$ cat config.mk
export PLATFORM = sky130hd
export DESIGN_NAME = coupler_2to4
export DESIGN_NICKNAME = d
export VERILOG_FILES = /design/src/rtl/coupler_2to4.sv
export SDC_FILE = /design/constraint.sdc
export NUM_CORES = 1
export LEC_CHECK = 0
export CAP_MARGIN = 10
export CORE_AREA = 2 2 318 320
export CTS_CLUSTER_SIZE = 16
export DETAILED_ROUTE_END_ITERATION = 10
export DIE_AREA = 0 0 320 322
export GPL_ROUTABILITY_DRIVEN = 0
export GPL_TIMING_DRIVEN = 0
export PLACE_DENSITY_LB_ADDON = 0.25
export SYNTH_ARGS = -nofsm -noshare
export SYNTH_HDL_FRONTEND = slang
export SYNTH_SLANG_ARGS = --single-unit
$ cat constraint.sdc
create_clock -name i_clk -period 2.5 [get_ports i_clk]
set_input_delay 0.375 -clock i_clk [delete_from_list [all_inputs] [get_ports i_clk]]
set_output_delay 0.375 -clock i_clk [all_outputs]
set_load 0.02 [all_outputs]
$ cat src/rtl/coupler_2to4.sv
// coupler_2to4: packs pairs of 2-record beats into 4-record beats and keeps run terminators aligned.
// Optional completed-run counter enabled by defining COUPLER_RUN_COUNT_EN.
module coupler_2to4 #(
  parameter int DATA_WIDTH = 128,
  parameter int KEY_WIDTH  = 80
) (
  input  logic                    i_clk,
  input  logic                    i_rst,
  input  logic [2*DATA_WIDTH-1:0] i_fifo,
  input  logic                    i_fifo_empty,
  output logic                    o_fifo_read,
  input  logic                    i_fifo_out_ready,
  output logic                    o_out_fifo_write,
  output logic [4*DATA_WIDTH-1:0] o_data,
  output logic                    o_align_err,
  output logic [31:0]             o_run_count,
  output logic                    o_dbg_state
);

  // Handshake: the upstream FIFO is first-word-fall-through; a beat is consumed in
  // any cycle where o_fifo_read is high (only when i_fifo_empty is low). Downstream
  // has no per-beat ready: o_out_fifo_write is a one-cycle enqueue strobe, and
  // i_fifo_out_ready must drop while at least two free slots remain.

  typedef enum logic {
    S_EMPTY = 1'b0,
    S_HALF  = 1'b1
  } state_t;

  if (KEY_WIDTH < 1 || KEY_WIDTH > DATA_WIDTH) begin : g_bad_key_width
    $error("coupler_2to4: KEY_WIDTH must be in 1..DATA_WIDTH");
  end

  state_t                    state_q, state_d;
  logic [2*DATA_WIDTH-1:0]   held_q;
  logic                      ready_q;
  logic                      go;
  logic                      terminator;
  logic                      held_load;
  logic                      wr_en;
  logic [4*DATA_WIDTH-1:0]   wr_data;
  logic                      align_set;
  logic                      term_wr;

  // Next-state and decode. Reset also gates go so nothing is dequeued during reset.
  always_comb begin
    terminator  = (i_fifo[DATA_WIDTH-1:0] == '0);
    go          = ready_q & ~i_fifo_empty & ~i_rst;
    state_d     = state_q;
    o_fifo_read = 1'b0;
    held_load   = 1'b0;
    wr_en       = 1'b0;
    wr_data     = '0;
    align_set   = 1'b0;
    term_wr     = 1'b0;
    if (go) begin
      case (state_q)
        S_EMPTY: begin
          o_fifo_read = 1'b1;
          if (terminator) begin
            wr_en   = 1'b1;
            term_wr = 1'b1;
          end else begin
            held_load = 1'b1;
            state_d   = S_HALF;
          end
        end
        S_HALF: begin
          wr_en   = 1'b1;
          state_d = S_EMPTY;
          if (terminator) begin
            // Flush the held half alone; the terminator stays at the FIFO head.
            wr_data   = {{(2*DATA_WIDTH){1'b0}}, held_q};
            align_set = 1'b1;
          end else begin
            o_fifo_read = 1'b1;
            wr_data     = {i_fifo, held_q};
          end
        end
        default: state_d = S_EMPTY;
      endcase
    end
  end

  always_ff @(posedge i_clk) begin
    if (i_rst) begin
      state_q          <= S_EMPTY;
      held_q           <= '0;
      ready_q          <= 1'b0;
      o_data           <= '0;
      o_out_fifo_write <= 1'b0;
      o_align_err      <= 1'b0;
    end else begin
      state_q          <= state_d;
      ready_q          <= i_fifo_out_ready;
      o_out_fifo_write <= wr_en;
      if (held_load) held_q <= i_fifo;
      if (wr_en)     o_data <= wr_data;
      if (align_set) o_align_err <= 1'b1;
    end
  end

`ifdef COUPLER_RUN_COUNT_EN
  logic [31:0] run_count_q;

  always_ff @(posedge i_clk) begin
    if (i_rst) begin
      run_count_q <= '0;
    end else if (term_wr) begin
      run_count_q <= run_count_q + 32'd1;
    end
  end

  assign o_run_count = run_count_q;
`else
  logic unused_term_wr;
  assign unused_term_wr = term_wr;
  assign o_run_count    = '0;
`endif

  assign o_dbg_state = state_q;

`ifndef SYNTHESIS
  a_read_has_data: assert property (@(posedge i_clk) disable iff (i_rst)
    o_fifo_read |-> !i_fifo_empty);
  a_write_after_ready: assert property (@(posedge i_clk) disable iff (i_rst)
    o_out_fifo_write |-> $past(ready_q));
`endif

endmodule

# Yosys cells after proc, flatten, opt, wreduce, memory -nomap -nowiden
# Index checks and enable logic that the tools add are counted.
# totals
out_inout_bits	548
inputBits	260
wordCells	26
ff_bits	772
# classes
muxes	14
n_reduce_logical	1
bitwise_logic	5
# op_table
op	n
$mux 512	3
$logic_not 128->1	1
$mux 1	8
$pmux 1 s2	3
$not 1->1	3
$and 1x1->1	2

# Logic depth before layout (Yosys ltp)
# Gate-level depths: netlist of the first run.
# depth
word_depth	4
depth_mapped	7
mapped_depth_nobuf	5

# Worst setup path after synthesis of the first run
# Ideal clock, no wire load.
# synth_path
kind	input -> register
start	input i_fifo[1]
end	register held_q[215]
setup_time_ps	121
path_buffers	2
path_stages	7
slack_ps	54
t_arrival_ps	2325
cell_sequence	nor4_1 > nand4_1 > or4_4 > o31ai_2 > buf_2 > buf_4 > mux2_2
# synth_via
elab_chain_cells	4
# synth_rtl
element	line_no	source
from (decl)	9	input logic [2*DATA_WIDTH-1:0] i_fifo,
$logic_not 128->1	47	terminator = (i_fifo[DATA_WIDTH-1:0] == '0);
$mux 1	60	if (terminator) begin
$mux 1	57	case (state_q)
$mux 1	56	if (go) begin
to (signal assigned)	97	if (held_load) held_q <= i_fifo;
to (decl)	35	logic [2*DATA_WIDTH-1:0] held_q;
# Every way passes these cells.
# A chain may end at the register's enable or synchronous reset.

# Worst setup path after layout of the first run
# layout_path
start	input i_fifo[22]
end	output o_fifo_read
# layout_via
elab_chain_cells	4
# layout_rtl
element	line_no	source
$logic_not 128->1	47	
$mux 1	71	if (terminator) begin
$pmux 1 s2	57	
$mux 1	56	
to (decl)	11	output logic o_fifo_read,
# Every way passes these cells.

==> results of run 1 <==
state kept, by name (all words and copies together) (netlist names):
register          cells
o_align_err           1
held_q              256
o_dbg_state           1
o_out_fifo_write      1
o_data              512
ready_q               1
critical path: cells and delay by family:
family,cells,cell delay (ns)
simple gates,4,1.07
compound gates,1,0.17
buf+inv,4,0.56
stage by stage:
stage	power [mW]	area, um2	util, %
after CTS	29.53	46170	46.37
after detailed placement	16.28	42720	42.91
after global routing	30.29	46490	46.70
after floorplan	14.65	33320	-
final	29.34	46500	46.71
after global placement	16.26	42700	42.89
area by class of cell:
type / count / area, um2
inverter: 2 / 7.507
buffer: 399 / 2256
clock buffer: 128 / 2534
tap: 1298 / 1624
timing repair buffer: 810 / 7891
clock inverter: 30 / 410.4
sequential: 772 / 15450
multi-input combinational: 2146 / 16290
fill: 9552 / 53060
antenna: 15 / 37.54
synthesized netlist by cell type (2+ instances only):
library cell / count / area share [%]
sky130_fd_sc_hd__buf_6: 27 / 0.92
sky130_fd_sc_hd__clkbuf_1: 285 / 3.2
sky130_fd_sc_hd__inv_1: 2 / 0.023
sky130_fd_sc_hd__a21oi_1: 514 / 7.7
sky130_fd_sc_hd__nor2b_1: 258 / 4.9
sky130_fd_sc_hd__dfxtp_1: 772 / 47
sky130_fd_sc_hd__nand2_1: 5 / 0.057
sky130_fd_sc_hd__a221o_1: 256 / 7.7
sky130_fd_sc_hd__nand4_1: 7 / 0.13
sky130_fd_sc_hd__mux2_2: 256 / 8.7
sky130_fd_sc_hd__nor2_1: 2 / 0.023
sky130_fd_sc_hd__buf_2: 28 / 0.42
sky130_fd_sc_hd__nor3b_1: 513 / 12
sky130_fd_sc_hd__or3_1: 2 / 0.038
sky130_fd_sc_hd__o31ai_2: 2 / 0.075
sky130_fd_sc_hd__nor3_1: 4 / 0.060
sky130_fd_sc_hd__buf_4: 56 / 1.3
sky130_fd_sc_hd__a211oi_1: 256 / 5.8
sky130_fd_sc_hd__nor4_1: 33 / 0.62
sky130_fd_sc_hd__buf_1: 5 / 0.057
cells by family after synthesis:
logic type	count (synthesis)	share of synthesized area, %
compound gates	1031	21.40
simple gates	827	17.46
flops	772	46.54
buf+inv	403	5.905
mux	256	8.682
other cells	1	0.01129
timing repair:
action                     in CTS  in global routing
gates resized for setup       277                180
hold buffers                    2                 13
gates cloned                    0                  1
pin swaps                      40                 33
setup endpoints to repair     773                710
hold endpoints to repair        4                 17
setup buffers                  15                  3
path summary, 6_finish.rpt:
| kind | startpoint | to | slack, ns | cells past startpoint |
|---|---|---|---|---|
| setup / recovery | i_fifo[22] | o_fifo_read | -0.07 | 9 |
| hold / removal | i_fifo[60] | o_data[316] | 0.01 | 2 |
| setup reg to reg | ready_q | o_data[94] | 0.15 | 6 |
| hold reg to reg | o_align_err | o_align_err | 0.46 | 2 |
per-layer routing:
layer | GRT usage [%] | share of wire (%) | vias to the layer above
met5 | 0 | 0.058 | -
met1 | 32.10 | 41 | 15180
met4 | 10.76 | 4.1 | 12
met3 | 6.684 | 7.7 | 268
met2 | 41.38 | 47 | 1161
li1 | - | - | 14250
power by group through the flow:
| stage | sequential, mW | combinational (mW) | clock, mW |
|---|---|---|---|
| 6_report | 12.9 | 3.12 | 13.3 |
| 3_5_place_dp | 13.2 | 3.09 | 0 |
| 2_1_floorplan | 13.4 | 1.28 | 0 |
| 4_1_cts | 12.9 | 3.09 | 13.5 |
| 5_1_grt | 13.0 | 3.30 | 14.0 |
| 3_3_place_gp | 13.2 | 3.07 | 0 |
==> summary by stage, run 1 <==
Run status
The run finished, with violations left. The checks that failed: negative setup slack.

Clock network
The CTS tree is yes. CTS saw approximately 770 sinks. The H-tree generated during clock tree synthesis spans 3 levels. The buffer depth of the longest clock path is 3. The clock-pin slew reported for the worst setup and hold paths after clock tree synthesis is 0.06 ns. The number of buffers created by CTS is between 80 and 90.

The tree is rooted in a sky130_fd_sc_hd__clkbuf_16. For the worst-skew pair, the clock arrives at the later sink with an insertion delay of roughly 0.7 ns.

Layout
The most frequent standard cell in the layout excluding fill and tap cells is sky130_fd_sc_hd__dfxtp_1. The finished layout holds between 5000 and 6000 standard cells, fillers aside. In the layout the commonest cells are 772 x sky130_fd_sc_hd__dfxtp_1, 650 x sky130_fd_sc_hd__clkdlybuf4s50_1, 514 x sky130_fd_sc_hd__a21oi_1, 513 x sky130_fd_sc_hd__nor3b_1, 263 x sky130_fd_sc_hd__clkbuf_1. The layout-stage area growth over the synthesis result is 40.04%. For this run, the post-layout net count is 4479. The layout cell share with drive strength beyond 1 is ~15%.

GRT
The overall routing resource usage is roughly 26%. The total global routing overflow is 0. The first global-routing pass estimated 199600 um of wire.

The number of global-route vias before repair was 29410. Entering global routing, the biggest net connects 14 pins. The initial antenna violation count is 24.

STA
The worst slew margin relative to its limit is between 20% and 30%. The time the final worst path needs with I/O delays and setup is 2.568 ns. The total setup violations reported at the end of the flow is 5. The number of hold violations in the final report is 0. The ratio of final minimum period to clock period is 102.7%. The number of pins exceeding their max-slew limit in the final report is 0. Setup repair after global routing could not meet its margin everywhere. The final hold slack is 0.01345 ns. The worst-margin pin slew is around 1.1 ns. The post-route setup TNS is -0.08566 ns. The post-layout worst setup margin is -0.06751 ns.

Clock skew on the completed layout was measured at around 0.02 ns. Timing would allow up to roughly 400 MHz.

Min path
The tightest min-delay check is of the in -> reg type.

Setup path
STA classifies the critical path startpoint as an input port. Among all stages on the critical path, the largest delay is contributed by sky130_fd_sc_hd__nor4_4. The biggest cell delay along the critical path is between 0.4 and 0.5 ns. By startpoint and endpoint, the worst setup path is classified as in -> out. Data on the critical path arrives at its endpoint at 2.19 ns. Along the worst path, the maximum fanout reaches 3. The endpoint class of the critical path is an output port.

The signal on the critical path passes through buf_8 -> nor4_4 -> nand4_1 -> nor4_4 -> buf_6 -> nand3_4 -> clkbuf_16 -> o21a_1 -> buf_6. Data on the critical path is required at its endpoint by 2.12 ns.

Routing
The number of iterations in the first detailed-routing pass is 8. The per-cell routed wire length is 24.72 um. The via density per instance is 5.512. The vias after detailed routing is slightly above 30000. In this run, the number of DRC markers left after iteration 0 of detailed routing was between 2000 and 2500. The count of nets left with antenna violations after detail routing is 0.

Wires add up to between 100000 and 150000 um. The residual DRC count is 0.

Yosys
The synthesized design contains 0 enable-type register cells. In the synthesized netlist, the number of instances is ~3300. The unique cell type count in the Yosys netlist is 27. The number of warning messages in the yosys log is 0. The fraction of synthesis flops using an asynchronous set or reset pin is 0%.

The register bit count reported by yosys is about 770. The sequential cell area fraction in the yosys report is approximately 47%. The post-synthesis average cell area is a little over 10 um2. In the synthesized netlist the dominant register cell turns out to be sky130_fd_sc_hd__dfxtp_1. The mapped netlist covers 33210 um2.

Flow run
The total of max-cap violations is 0.

Die
For this configuration, the core starts out at a cell density of approximately 33%. The chip width is roughly 320 um. The number of top-level pins is roughly 800. The floorplan step defined a die boundary enclosing roughly 100000 um2. The row count is 116.

The vertical extent of the die is around 320 um. The area of the core region is ~100000 um2.

Pwr
The part of the total power dissipated in the clock network is a little under half. The combinational power share is 10.6%. The internal power of the cells totals between 20 and 25 mW.

Power spread over the standard cell area amounts to between 600 and 700 nW/um2. The sequential cell fraction of total power is between 40% and 50%. Across the VDD grid, the largest voltage drop is 486.4 uV.

For this design the static power due to leakage is 16.78 nW. Summed over all nets, the switching power comes to approximately 7.6 mW. The share of total power consumed by net switching is 25.95%.

Place
Prior to clock tree synthesis, the placed netlist has a worst setup slack of -2.608 ns. The count of buffers inserted at the top-level ports is slightly below 800. The HPWL after detailed placement is 102000 um. Including well taps, the total number of placed cells is roughly 5400.
Power figures use the tool's default switching activity.
==> run 2: changes to the inputs <==
CORE_AREA = 2 2 311 313   (was 2 2 318 320)
CTS_CLUSTER_SIZE = default   (was 16)
DIE_AREA = 0 0 313 315   (was 0 0 320 322)
HOLD_SLACK_MARGIN = 0.1   (was default)
clock period = 3.3 ns   (was 2.5 ns; I/O delays follow)
==> run 2 against run 1 <==
  * The run still ends with negative setup slack left
  * Total power is 26% lower
  * Flip-flop and latch count is the same
  * Wire length decreased by 1.2%
  * Largest cell class unchanged
  * First-iteration DRC count grew 7.2%
==> summary by stage, run 2 (synthesized netlist as in run 1, its figures left out) <==
Run status
The flow ran to the end, but the final reports show violations. The final reports fail on negative setup slack.

Pwr
The internal portion of total power is 16.18 mW (-26%). The part of the total power dissipated in the clock network was 44.2% (-1.1 points). The power per cell area is 475.7 nW/um2 (-25%). The leakage dissipation was 16.26 nW (-3.1%). The combinational power share was 10.9% (+0.3 points). The maximum ir drop on the vdd rail came to 308.9 uV (-36%). The share of total power consumed by net switching is 25.79% (-0.16 points). The switching power was 5.621 mW (-26%). The sequential cell fraction of total power is 45.0% (+0.9 points).

Layout
The final core area utilization was 47.87% (+1.2 points). o_data holds more flip-flops than any other register. Leaving out fill and tap cells, the most frequent cell in the layout is sky130_fd_sc_hd__dfxtp_1. The final-layout fill cell count was 8958 (-6.2%). In the layout the commonest cells are 772 x sky130_fd_sc_hd__dfxtp_1, 761 x sky130_fd_sc_hd__clkdlybuf4s50_1, 514 x sky130_fd_sc_hd__a21oi_1, 513 x sky130_fd_sc_hd__nor3b_1, 292 x sky130_fd_sc_hd__clkbuf_1.

The flip-flop count of the largest register, all copies and words added is 512 (unchanged). The layout cell share with drive strength beyond 1 was 12.65% (-2.7 points). The layout-stage area growth over the synthesis result is 37.99%. The largest registers in the layout are o_data: 512 flops, held_q: 256 flops. The number of nets in the layout came to 4453 (-0.58%).

Die
The row count is 114 (-1.7%). The chip width is 313 um (-2.2%). The initial core utilization is 34.69% (+1.3 points). The number of top-level pins came to 808 (unchanged). The area of the core region is 95710 um2 (-3.9%). The vertical extent of the die came to 315 um (-2.2%). The full die area was 98600 um2 (-4.3%).

Clock network
The clock latency at the later pin of the worst-skew pair came to 0.67 ns (about the same). The total clock sinks is 772 (unchanged). The quantity of hold-fixing buffers added after cts is 0 (-2). The number of buffers created by CTS came to 86 (-2.3%).

The CTS tree is yes. The tree is rooted in a sky130_fd_sc_hd__clkbuf_16. The buffer depth of the longest clock path came to 3 (unchanged).

The clock-pin slew reported for the worst setup and hold paths after clock tree synthesis is 0.06 ns (about the same). The number of H-tree levels came to 3 (unchanged).

GRT
The total global routing overflow is 0 (unchanged). The number of global-route vias before repair was 28990 (-1.4%). The overall routing resource usage is 26.20% (+0.66 points). The maximum number of pins on one net before global-route repair came to 29 (+15). The initial antenna violation count is 10 (-58%). The global-route wire length before repair is 196300 um (-1.7%).

STA
The worst-margin pin slew is 1.152 ns (+0.01776 ns). The total setup violations reported at the end of the flow is 1 (-4). The post-route setup TNS was -0.03941 ns (+0.04624 ns). Based on the critical path, the design can be clocked at up to around 300 MHz.

The clock skew is 0.01269 ns (-0.007175 ns). The post-layout worst setup margin is -0.03941 ns (+0.02810 ns). The worst slew margin relative to its limit was 23.20% (-1.2 points). Subtracting the final worst setup slack from the clock period gives approximately 3.3 ns. Setup repair after global routing could not meet its margin everywhere. The final hold slack is 0.2248 ns (+0.2113 ns). The number of pins exceeding their max-slew limit in the final report was 0 (unchanged).

After layout, the worst path uses 101.2% of the clock period. The number of hold violations in the final report was 0 (unchanged).

Setup path
The critical path starts at i_fifo[39]. The slowest stage cell on the critical path is sky130_fd_sc_hd__clkdlybuf4s50_1. Walking the worst path, the cells encountered are clkdlybuf4s50_1 -> nor4_1 -> nand4_1 -> buf_4 -> nor4_4 -> buf_6 -> nand3_4 -> clkbuf_16 -> o21a_1 -> buf_2. The type of the worst setup path is in -> out. The startpoint class of the critical path is an input port. The count of buffer and inverter cells on the critical path came to 5 (+1).

The largest fanout on the critical path is 5 (+2). The launch instance of the worst register-to-register path is o_dbg_state. The biggest cell delay along the critical path was 0.56 ns (+0.15 ns). The data required time at the worst endpoint was 2.80 ns (+0.68 ns). On the critical path the largest part of the delay comes from buffers and inverters. The arrival time of data at the critical path endpoint came to 2.84 ns (+0.65 ns). The worst setup path is captured at an output port.

Flow run
The total of max-cap violations is 0 (unchanged).

Routing
The starting DRC count in detailed routing was 2562 (+7.2%). The count of nets left with antenna violations after detail routing is 0 (unchanged). The residual DRC count is 0 (unchanged). The via density per instance is 5.565 (+0.97%). The number of iterations in the first detailed-routing pass is 6 (-2).

The per-cell routed wire length was 24.70 um (about the same). The total wirelength of the detailed-routed design is 136800 um (-1.2%). The vias after detailed routing is 30820 (-0.17%).

Min path
The worst min-delay path startpoint is i_fifo[32]. The path class of the tightest hold or removal check is in -> reg.

Place
The count of buffers inserted at the top-level ports is 775 (unchanged). The worst slack at placement came to -2.149 ns (+0.4590 ns). The half-perimeter wire length after detailed placement is 100200 um (-1.7%).
[run 2: cell count changes in the layout (fill, tap and decap cells not counted), moves of 7 or more]
cell / delta
sky130_fd_sc_hd__dlygate4sd3_1: -15
sky130_fd_sc_hd__diode_2: -7
sky130_fd_sc_hd__nor4_1: +15
sky130_fd_sc_hd__buf_4: +17
sky130_fd_sc_hd__buf_6: -26
sky130_fd_sc_hd__dlygate4sd2_1: -51
sky130_fd_sc_hd__clkbuf_4: -14
sky130_fd_sc_hd__clkdlybuf4s15_1: -11
sky130_fd_sc_hd__nor4_2: -9
sky130_fd_sc_hd__clkdlybuf4s50_1: +111
sky130_fd_sc_hd__clkbuf_1: +29
sky130_fd_sc_hd__clkbuf_2: -58
[run 2: power by group through the flow]
stage,clock network [mW],registers (mW),logic [mW]
2_1_floorplan,0,10.1,0.968
3_3_place_gp,0,9.99,2.32
3_5_place_dp,0,10.0,2.34
4_1_cts,9.78,9.79,2.36
5_1_grt,10.1,9.83,2.50
6_report,9.63,9.80,2.37
[run 2: worst paths after layout]
check / to / slack [ns] / depth (start not counted)
setup / recovery: o_fifo_read / -0.04 / 10
hold / removal: held_q[32] / 0.22 / 2
setup reg to reg: o_data[491] / 0.25 / 5
hold reg to reg: o_align_err / 0.46 / 2
[run 2: stage by stage]
step / std cells / power, mW / cell area [um2]
after global routing: 5535 / 22.44 / 45820
after floorplan: 3321 / 11.10 / 33320
after global placement: 5372 / 12.31 / 42680
after CTS: 5526 / 21.93 / 45710
final: 5537 / 21.80 / 45820
after detailed placement: 5374 / 12.33 / 42720
[run 2: layout make-up]
type | instances | area, um2 | area share, %
multi-input cells | 2146 | 16110 | 35.16
plain buffers | 399 | 1996 | 4.355
clock buffers | 124 | 2486 | 5.426
clock inverters | 24 | 255.2 | 0.5571
flip-flops and latches | 772 | 15450 | 33.73
repair buffers | 786 | 7893 | 17.23
diodes | 8 | 20.02 | 0.04369
inverters | 2 | 7.507 | 0.01638
well taps | 1276 | 1597 | 3.484
[run 2: per-layer routing]
| metal | track usage [%] | part of all wire [%] | wire length, um |
|---|---|---|---|
| met2 | 42.70 | 47 | 64140 |
| met3 | 5.690 | 7.2 | 9837 |
| met1 | 33.88 | 42 | 57990 |
| met4 | 9.983 | 3.5 | 4776 |
| met5 | 0 | 0.016 | 22 |
[run 2: repair_timing]
item	CTS	global route
pin swaps	12	5
setup endpoints to repair	768	118
gates resized for setup	55	18
buffers inserted	6	2
==> run 3: changes to the inputs <==
TNS_END_PERCENT = 100   (was default)
clock period = 3.78 ns   (was 3.3 ns; I/O delays follow)
==> run 3 against run 2 <==
  * The run now ends clean
  * Sequential power fell by 13%
  * Clock-buffer cell count stayed put
  * Clock power shrank 13%
  * Combinational power shrank 13%
  * Register-to-register slack improved by 0.17 ns
==> summary by stage, run 3 (synthesized netlist as in run 1, its figures left out) <==
STA
The total setup violations reported at the end of the flow is 0 (-1). Setup repair after global routing left no endpoint under its margin. The number of pins exceeding their max-slew limit in the final report is 0 (unchanged).

The highest achievable clock rate is ~270 MHz. The ratio of final minimum period to clock period is a little over nine tenths. The worst path needs 3.678 ns of the cycle, external delays included. The clock skew came to 0.01440 ns (+0.001711 ns). The worst-margin pin slew is 1.231 ns (+0.07894 ns). The post-layout worst setup margin is 0.1016 ns (+0.1410 ns). The number of hold violations in the final report is 0 (unchanged). The worst slew margin relative to its limit was 17.94% (-5.3 points).

Layout
The final-layout fill cell count was 8968 (+0.11%). The area of all sequential standard cells came to 15450 um2 (unchanged). The layout cell share with drive strength beyond 1 is 12.26% (-0.39 points). The flip-flop count of the largest register, all copies and words added is 512 (unchanged). The register with the highest flop count is o_data.

The number of nets in the layout is 4449 (-0.090%). The multi-input logic area is 16020 um2 (-0.57%). The library cell used most frequently in the layout, excluding fill and tap cells, is sky130_fd_sc_hd__clkdlybuf4s50_1.

Compared with the post-synthesis result, the final layout area differs by 37.50%. The largest registers in the layout are o_data: 512 flops, held_q: 256 flops. The final cell count without fillers is 5532 (-0.090%). In the layout the commonest cells are 773 x sky130_fd_sc_hd__clkdlybuf4s50_1, 772 x sky130_fd_sc_hd__dfxtp_1, 514 x sky130_fd_sc_hd__a21oi_1, 513 x sky130_fd_sc_hd__nor3b_1, 299 x sky130_fd_sc_hd__clkbuf_1.

Die
The vertical extent of the die is 315 um (unchanged). The number of top-level pins is 808 (unchanged). The chip width is 313 um (unchanged). The area of the core region was 95710 um2 (unchanged). The full die area is 98600 um2 (unchanged). The row count was 114 (unchanged). The initial core utilization came to 34.69% (unchanged).

Place
The count of buffers inserted at the top-level ports is 775 (unchanged). The worst slack at placement was -1.813 ns (+0.3360 ns). The cell count after placement is 5374 (unchanged). The half-perimeter wire length after detailed placement is 100200 um (unchanged).

Routing
The total wirelength of the detailed-routed design is 136700 um (about the same). The residual DRC count came to 0 (unchanged). The via density per instance came to 5.573 (+0.14%). The vias after detailed routing was 30830 (+0.049%). The number of iterations in the first detailed-routing pass is 5 (-1). The per-cell routed wire length came to 24.72 um (about the same). The count of nets left with antenna violations after detail routing is 0 (unchanged). The starting DRC count in detailed routing is 2495 (-2.6%).

GRT
The number of global-route vias before repair is 28960 (-0.093%). The initial antenna violation count is 9 (-1). The overall routing resource usage is 26.19% (about the same).

The global-route wire length before repair was 196200 um (about the same). The maximum number of pins on one net before global-route repair was 29 (unchanged). The total global routing overflow is 0 (unchanged).

Setup path
The largest fanout on the critical path is 12 (+7). The startpoint class of the critical path is an input port. The register-to-register setup slack is 0.42 ns (+0.17 ns). The endpoint class of the critical path is a flip-flop. The arrival time of data at the critical path endpoint was 4.20 ns (+1.36 ns). The biggest cell delay along the critical path is 0.63 ns (+0.07 ns). Traced cell by cell, the critical path runs through clkdlybuf4s50_1 -> nor4_1 -> nand4_1 -> or3_1 -> o31ai_2 -> clkbuf_2 -> buf_2 -> a211oi_1. The data required time at the worst endpoint was 4.30 ns (+1.50 ns). The startpoint identified for the worst register-to-register timing path is ready_q.

The worst setup path is of the in -> reg kind. The count of buffer and inverter cells on the critical path came to 3 (-2). The cell family with the largest share of critical-path delay is simple AND/OR/NAND/NOR gates. For this design, the slowest cell found on the critical path is sky130_fd_sc_hd__or3_1. The critical path startpoint is i_fifo[82].

Pwr
The leakage dissipation is 16.14 nW (-0.75%). The maximum ir drop on the vdd rail is 268.9 uV (-13%). The power per cell area was 416.7 nW/um2 (-12%). The total power consumption of the routed design is 19.03 mW (-13%).

Clock network
The total clock sinks was 772 (unchanged). TritonCTS built the clock tree. The clock-pin slew reported for the worst setup and hold paths after clock tree synthesis is 0.06 ns (about the same). In this run the clock root is driven by a sky130_fd_sc_hd__clkbuf_16. The number of H-tree levels is 3 (unchanged). The buffer depth of the longest clock path is 3 (unchanged).

The clock latency at the later pin of the worst-skew pair is 0.67 ns (about the same). The number of buffers created by CTS is 86 (unchanged).

Flow run
The total of max-cap violations was 0 (unchanged).

Min path
The tightest min-delay check is of the in -> reg type. The startpoint identified for the worst hold timing path is i_fifo_out_ready.

Run status
The flow ran to the end, and the final reports show no timing, DRC or antenna violations.
-- run 3: routing by layer --
metal | vias up | track usage (%) | part of all wire (%)
met5 | - | 0 | 0.029
met4 | 6 | 10.05 | 3.5
met3 | 222 | 5.795 | 7.1
met2 | 1157 | 42.68 | 47
met1 | 15270 | 33.77 | 42
li1 | 14180 | - | -
-- run 3: final timing paths --
path | end | cells past startpoint
worst max-delay path | o_data[92] | 8
worst min-delay path | ready_q | 2
worst max register to register | o_data[92] | 7
worst min register to register | o_align_err | 2
-- run 3: layout make-up --
cell class	instances	share of cell area, %
Sequential cell	772	33.85
Tap cell	1276	3.497
Buffer	398	4.275
Clock inverter	24	0.5591
Clock buffer	124	5.445
Timing Repair Buffer	783	17.23
Inverter	2	0.01644
Antenna cell	7	0.03837
Multi-Input combinational cell	2146	35.09
-- run 3: through the flow --
| stage | util [%] | TNS (ns) | instance area, um2 | hold slack [ns] |
|---|---|---|---|---|
| floorplan | - | 0 | 33320 | 0.5100 |
| global placement | 44.59 | -766.37 | 42680 | 0.4450 |
| detailed placement | 44.63 | -780.32 | 42720 | 0.4505 |
| CTS | 47.62 | -0.2777 | 45570 | 0.4160 |
| global route | 47.70 | 0 | 45650 | 0.4576 |
| finish | 47.70 | 0 | 45660 | 0.4590 |
-- run 3: report_power, final --
group / switching (mW) / internal (mW) / total, mW
clock: 3.58 / 4.82 / 8.41
combinational: 1.14 / 0.917 / 2.06
sequential: 0.178 / 8.38 / 8.56
total: 4.91 / 14.1 / 19.0
-- run 3: timing repair --
| action | 4_1_cts | 5_1_grt |
|---|---|---|
| buffers inserted | 1 | 4 |
| endpoints found under the setup margin | 575 | 1 |
| pin swaps | 3 | 4 |
| hold buffers | 0 | 0 |
| gates resized for setup | 23 | 2 |
